[src/rtl/dmem_access_unit.sv]
// dmem_access_unit
//
// Memory-stage data-memory responder. It takes the load/store held in the
// EX/MEM register and runs it as one transaction on a req/gnt/rvalid bus.
// It aligns store data onto byte lanes, extracts and extends load data,
// rejects misaligned or illegal accesses, and gives up on a bus that does
// not answer within MAX_WAIT cycles. The pipeline is stalled while a
// transaction is outstanding.
//
// Handshake: a request is accepted by the bus in any cycle where bus_req and
// bus_gnt are both high. bus_* request fields stay stable from the first REQ
// cycle until that grant. Read data is taken in the first WAIT cycle that has
// bus_rvalid high. gnt/rvalid seen outside REQ/WAIT are ignored.
//
// Ports
//   clk, reset            clock, asynchronous active-high reset
//   mem_MemRead/MemWrite  load / store request (store wins if both)
//   mem_funct3            access size / signedness
//   mem_alu_result        byte address
//   mem_write_data        store datum in the low bits
//   bus_req/we/addr/wdata/wstrb   bus request side
//   bus_gnt/rvalid/rdata          bus response side
//   mem_stall             holds the pipeline this cycle
//   mem_load_data         extended load result (held until the next load)
//   mem_load_valid        one-cycle pulse in DONE for completed loads
//   mem_access_fault      misaligned address or illegal funct3 (combinational)
//   mem_timeout           one-cycle pulse in DONE for an abandoned access

module dmem_access_unit #(
    parameter int unsigned MAX_WAIT = 16
) (
    input  logic        clk,
    input  logic        reset,
    input  logic        mem_MemRead,
    input  logic        mem_MemWrite,
    input  logic [2:0]  mem_funct3,
    input  logic [31:0] mem_alu_result,
    input  logic [31:0] mem_write_data,
    output logic        bus_req,
    output logic        bus_we,
    output logic [31:0] bus_addr,
    output logic [31:0] bus_wdata,
    output logic [3:0]  bus_wstrb,
    input  logic        bus_gnt,
    input  logic        bus_rvalid,
    input  logic [31:0] bus_rdata,
    output logic        mem_stall,
    output logic [31:0] mem_load_data,
    output logic        mem_load_valid,
    output logic        mem_access_fault,
    output logic        mem_timeout
);

    typedef enum logic [1:0] {
        ST_IDLE = 2'd0,
        ST_REQ  = 2'd1,
        ST_WAIT = 2'd2,
        ST_DONE = 2'd3
    } state_t;

    // Counter value during the MAX_WAIT-th REQ/WAIT cycle.
    localparam logic [7:0] LAST_CNT = 8'(MAX_WAIT - 1);

    state_t      state_q, state_d;
    logic [7:0]  cnt_q, cnt_d;
    logic [31:0] addr_q, addr_d;
    logic        we_q, we_d;
    logic [2:0]  funct3_q, funct3_d;
    logic [31:0] wdata_q, wdata_d;
    logic [3:0]  wstrb_q, wstrb_d;
    logic [31:0] load_data_q, load_data_d;
    logic        done_load_q, done_load_d;
    logic        done_to_q, done_to_d;

    // ------------------------------------------------------------------
    // Request decode (IDLE only)
    // ------------------------------------------------------------------
    logic        req_in;
    logic        legal;
    logic        misaligned;
    logic        accept;
    logic        fault;
    logic [1:0]  off;
    logic [3:0]  lane_strb;
    logic [31:0] lane_data;

    always_comb begin
        req_in     = mem_MemRead | mem_MemWrite;
        off        = mem_alu_result[1:0];
        legal      = 1'b0;
        misaligned = 1'b0;
        lane_strb  = 4'b0000;
        lane_data  = mem_write_data;

        // Stores have no unsigned variants, so only 000/001/010 are legal.
        case (mem_funct3)
            3'b000, 3'b001, 3'b010: legal = 1'b1;
            3'b100, 3'b101:         legal = ~mem_MemWrite;
            default:                legal = 1'b0;
        endcase

        case (mem_funct3[1:0])
            2'b01:   misaligned = off[0];
            2'b10:   misaligned = (off != 2'b00);
            default: misaligned = 1'b0;
        endcase

        case (mem_funct3[1:0])
            2'b00: begin
                lane_strb = 4'b0001 << off;
                lane_data = {4{mem_write_data[7:0]}};
            end
            2'b01: begin
                lane_strb = 4'b0011 << off;
                lane_data = {2{mem_write_data[15:0]}};
            end
            default: begin
                lane_strb = 4'b1111;
                lane_data = mem_write_data;
            end
        endcase

        // Gating with reset keeps stall/fault low while reset is held even
        // if the EX/MEM register still presents a request.
        accept = (state_q == ST_IDLE) && !reset && req_in && legal && !misaligned;
        fault  = (state_q == ST_IDLE) && !reset && req_in && !(legal && !misaligned);
    end

    // ------------------------------------------------------------------
    // Load extraction from the captured address and size
    // ------------------------------------------------------------------
    logic [31:0] shifted;
    logic [31:0] load_ext;

    always_comb begin
        shifted = bus_rdata >> {addr_q[1:0], 3'b000};
        case (funct3_q)
            3'b000:  load_ext = {{24{shifted[7]}}, shifted[7:0]};
            3'b001:  load_ext = {{16{shifted[15]}}, shifted[15:0]};
            3'b100:  load_ext = {24'd0, shifted[7:0]};
            3'b101:  load_ext = {16'd0, shifted[15:0]};
            default: load_ext = bus_rdata;
        endcase
    end

    // ------------------------------------------------------------------
    // FSM next state
    // ------------------------------------------------------------------
    always_comb begin
        state_d     = state_q;
        cnt_d       = 8'd0;
        addr_d      = addr_q;
        we_d        = we_q;
        funct3_d    = funct3_q;
        wdata_d     = wdata_q;
        wstrb_d     = wstrb_q;
        load_data_d = load_data_q;
        done_load_d = done_load_q;
        done_to_d   = done_to_q;

        case (state_q)
            ST_IDLE: begin
                if (accept) begin
                    state_d  = ST_REQ;
                    addr_d   = mem_alu_result;
                    we_d     = mem_MemWrite;
                    funct3_d = mem_funct3;
                    wdata_d  = lane_data;
                    wstrb_d  = mem_MemWrite ? lane_strb : 4'b0000;
                end
            end
            ST_REQ: begin
                cnt_d = cnt_q + 8'd1;
                if (bus_gnt && we_q) begin
                    state_d     = ST_DONE;
                    done_load_d = 1'b0;
                    done_to_d   = 1'b0;
                end else if (cnt_q >= LAST_CNT) begin
                    // A read granted in the final cycle still has no data.
                    state_d     = ST_DONE;
                    done_load_d = 1'b0;
                    done_to_d   = 1'b1;
                    load_data_d = 32'd0;
                end else if (bus_gnt) begin
                    state_d = ST_WAIT;
                end
            end
            ST_WAIT: begin
                cnt_d = cnt_q + 8'd1;
                if (bus_rvalid) begin
                    state_d     = ST_DONE;
                    done_load_d = 1'b1;
                    done_to_d   = 1'b0;
                    load_data_d = load_ext;
                end else if (cnt_q >= LAST_CNT) begin
                    state_d     = ST_DONE;
                    done_load_d = 1'b0;
                    done_to_d   = 1'b1;
                    load_data_d = 32'd0;
                end
            end
            default: begin
                state_d = ST_IDLE;
            end
        endcase
    end

    always_ff @(posedge clk or posedge reset) begin
        if (reset) begin
            state_q     <= ST_IDLE;
            cnt_q       <= 8'd0;
            addr_q      <= 32'd0;
            we_q        <= 1'b0;
            funct3_q    <= 3'd0;
            wdata_q     <= 32'd0;
            wstrb_q     <= 4'd0;
            load_data_q <= 32'd0;
            done_load_q <= 1'b0;
            done_to_q   <= 1'b0;
        end else begin
            state_q     <= state_d;
            cnt_q       <= cnt_d;
            addr_q      <= addr_d;
            we_q        <= we_d;
            funct3_q    <= funct3_d;
            wdata_q     <= wdata_d;
            wstrb_q     <= wstrb_d;
            load_data_q <= load_data_d;
            done_load_q <= done_load_d;
            done_to_q   <= done_to_d;
        end
    end

    // ------------------------------------------------------------------
    // Outputs
    // ------------------------------------------------------------------
    assign bus_req          = (state_q == ST_REQ);
    assign bus_we           = we_q;
    assign bus_addr         = {addr_q[31:2], 2'b00};
    assign bus_wdata        = wdata_q;
    assign bus_wstrb        = bus_req ? wstrb_q : 4'b0000;
    assign mem_stall        = accept || (state_q == ST_REQ) || (state_q == ST_WAIT);
    assign mem_load_data    = load_data_q;
    assign mem_load_valid   = (state_q == ST_DONE) && done_load_q;
    assign mem_timeout      = (state_q == ST_DONE) && done_to_q;
    assign mem_access_fault = fault;

endmodule

[config.mk]
export PLATFORM = sky130hd
export DESIGN_NAME = dmem_access_unit
export DESIGN_NICKNAME = d
export VERILOG_FILES = /design/src/rtl/dmem_access_unit.sv
export SDC_FILE = /design/constraint.sdc
export NUM_CORES = 1
export LEC_CHECK = 0
export ABC_AREA = 1
export ABC_CLOCK_PERIOD_IN_PS = 7850
export BUFFER_PORTS_ARGS = -buffer_cell sky130_fd_sc_hd__buf_2
export CAP_MARGIN = 20
export CORE_MARGIN = 2
export CORE_UTILIZATION = 50
export CTS_CLUSTER_SIZE = 24
export DETAILED_ROUTE_END_ITERATION = 6
export PLACE_DENSITY = 0.88
export SLEW_MARGIN = 20
export SYNTH_ARGS = -nofsm -noshare
export SYNTH_HDL_FRONTEND = slang
export SYNTH_SLANG_ARGS = --single-unit
[constraint.sdc]
create_clock -name clk -period 7.85 [get_ports clk]
set_clock_uncertainty 0.1 [all_clocks]
set_input_delay 1.57 -clock clk [delete_from_list [all_inputs] [get_ports clk]]
set_output_delay 1.57 -clock clk [all_outputs]
set_load 0.1 [all_outputs]
==> qor.yml <==
outcome: "complete, no violations"
path_class: "input port to primary output"
worstSkewPairLatency_ps: 410
vias_per_cell: 5.17
worstHoldPathCells: 1
ctsResizeCount: 0
synth_async_sr_flop_share_pct: 100
vias: 5754
wire_per_inst_microns: 14.7
grt_overflow: 0
drive_gt1_share_pct: 26.3
synth.largest_area_cell: "dfrtp_1"
numCtsBuffers: 17
cts.sinks: 116
ys.warnings.count: 0
tns_ps: 0
rsz0062_at_grt: "false"
finalCritPeriodShare_pct: 63.9
fmax_ghz: 0.199
layout_commonest_cell: "nand2_1"
cts_tree: "built"
hold_ws_ps: 359
synth_edf_count: 0
cts_setup_buffers: 0
die_x_microns: 114
cp.required_ps: 6180
drt_iter0_markers: 556
endpoint_kind: "primary output"
drt_first_pass_iters: 6
synth_area_leaders: "dfrtp_1 48%, nand2_1 21%, nand3_1 5.6%"
grt_pass1_vias: 5531
post_layout_nonfiller_instances: 1114
htreeDepth: 4
worstHoldPathType: "register to register"
path_clk_slew_ps: 50
placed_cell_area_sq_um: 6850
slew_viol_final: 0
dp_hpwl_microns: 11700
synth-seq-cells: 116
period_minus_slack_ps: 5010
max_cap_viol_count: 0
tightest_slew_ps: 951
clock_path_buffers: 2
die_h_microns: 114
io_pins: 211
drcViolationCount: 0
area_growth_syn_to_layout_pct: 22.1
cts_hold_buf: 0
stdcell_area_sq_um: 7450
grtUsageTotal_pct: 25.8
cp_max_fo: 62
antenna_cells: 0
num_rows: 40
gp_congestion: 0.941
ys_seq_area_share_pct: 47.6
wirelength_microns: 16400
grt_antenna_before_repair: 0
relSlewSlack_pct: 36.6
arrival_ps: 3340
r2r_cells: 5
clockRootBuffer: "clkbuf_16"
grt_max_degree: 104
postSynthCellCount: 794
cp-start-kind: "input port"
yosysTopAreaCellShare_pct: 47.6
initial_core_util_pct: 51.0
hold_viol: 0
portBuffers: 208
ant_nets: 0
dieArea_sq_um: 13100
grt_pass1_wl_microns: 26100
postSynthAreaPerCell_sq_um: 7.69
fin_nets: 1068
synthFlopType: "dfrtp_1"
core-area_sq_um: 12000
setup_viol: 0
dp.cells: 1082
syn-cell-area_sq_um: 6100
synth_cell_types: 31
mostFrequentLayoutCells: "338 x nand2_1, 208 x buf_2, 116 x dfrtp_1, 68 x nand3_1, 45 x o21ai_0"
-- synth_stat cells, types with 9 or more instances --
library cell and count:
buf_2 13, buf_4 33, a21oi_1 32, buf_6 12, o21ai_0 45, nand2_1 338
clkbuf_1 12, ha_1 9, dfrtp_1 116, inv_1 45, nand3_1 68, nor2_1 33
-- cell type report --
class                   instances  area (sq um)
flip-flops and latches        116          2900
repair buffers                211          1060
inverters                      50           194
well taps                     147           184
fillers                      1048          4510
clock buffers                  25           505
clock inverters                 7          95.1
multi-input cells             558          2510
-- kinds of logic (layout without fill, tap and decap cells) --
logic type	Yosys count	in the layout	synth area share, %
and+or+nand+nor	448	448	29.9
buffers and inverters	121	293	11.4
DFF	116	116	47.6
AOI/OAI and AO/OA	98	98	9.08
adders and majority gates	9	9	1.85
other	1	2	0.0615
xor gates and xnor gates	1	1	0.144
-- per-stage QoR --
step	utilization [%]	setup WS [ps]
after floorplan	-	825
after global placement	57.3	2840
after detailed placement	57.3	2790
after CTS	62.3	2770
after global routing	62.3	2610
final	62.3	2840
-- critical path: stages --
cell and delay [ps]:
buf_2 110, clkinvlp_4 50, buf_4 580, nand2_1 110, nor2_1 260, a21boi_0 210, buf_2 450
-- path summary, 6_finish.rpt --
check | end | from | slack, ps
max in group asynchronous | mem_load_data[26]$_DFFE_PP0P_ | reset | 5150
min in group asynchronous | bus_wdata[15]$_DFFE_PP0P_ | reset | 1280
setup reg to reg | mem_load_data[5]$_DFFE_PP0P_ | addr_q[1]$_DFFE_PP0P_ | 5330
hold reg to reg | cnt_q[0]$_DFF_PP0_ | cnt_q[0]$_DFF_PP0_ | 360
setup / recovery | mem_access_fault | reset | 2840
hold / removal | cnt_q[0]$_DFF_PP0_ | cnt_q[0]$_DFF_PP0_ | 360
-- registers in the layout (all words and copies together), names as in the netlist --
name,cells
mem_load_data,32
cnt_q,8
state_q,2
addr_q,32
done_load_q,1
wstrb_q,4
done_to_q,1
bus_we,1
bus_wdata,32
funct3_q,3
-- routing by layer --
layer	wire (microns)	share of wire (%)	GRT usage [%]
met4	459	2.8	12.9
met1	6490	40	31.2
met3	1480	9.0	7.09
met5	0	0	0
met2	7970	49	42.3
Power is left out: the tool's default activity adds up to more than one toggle a clock period on the data nets, which glitch-free logic cannot reach.
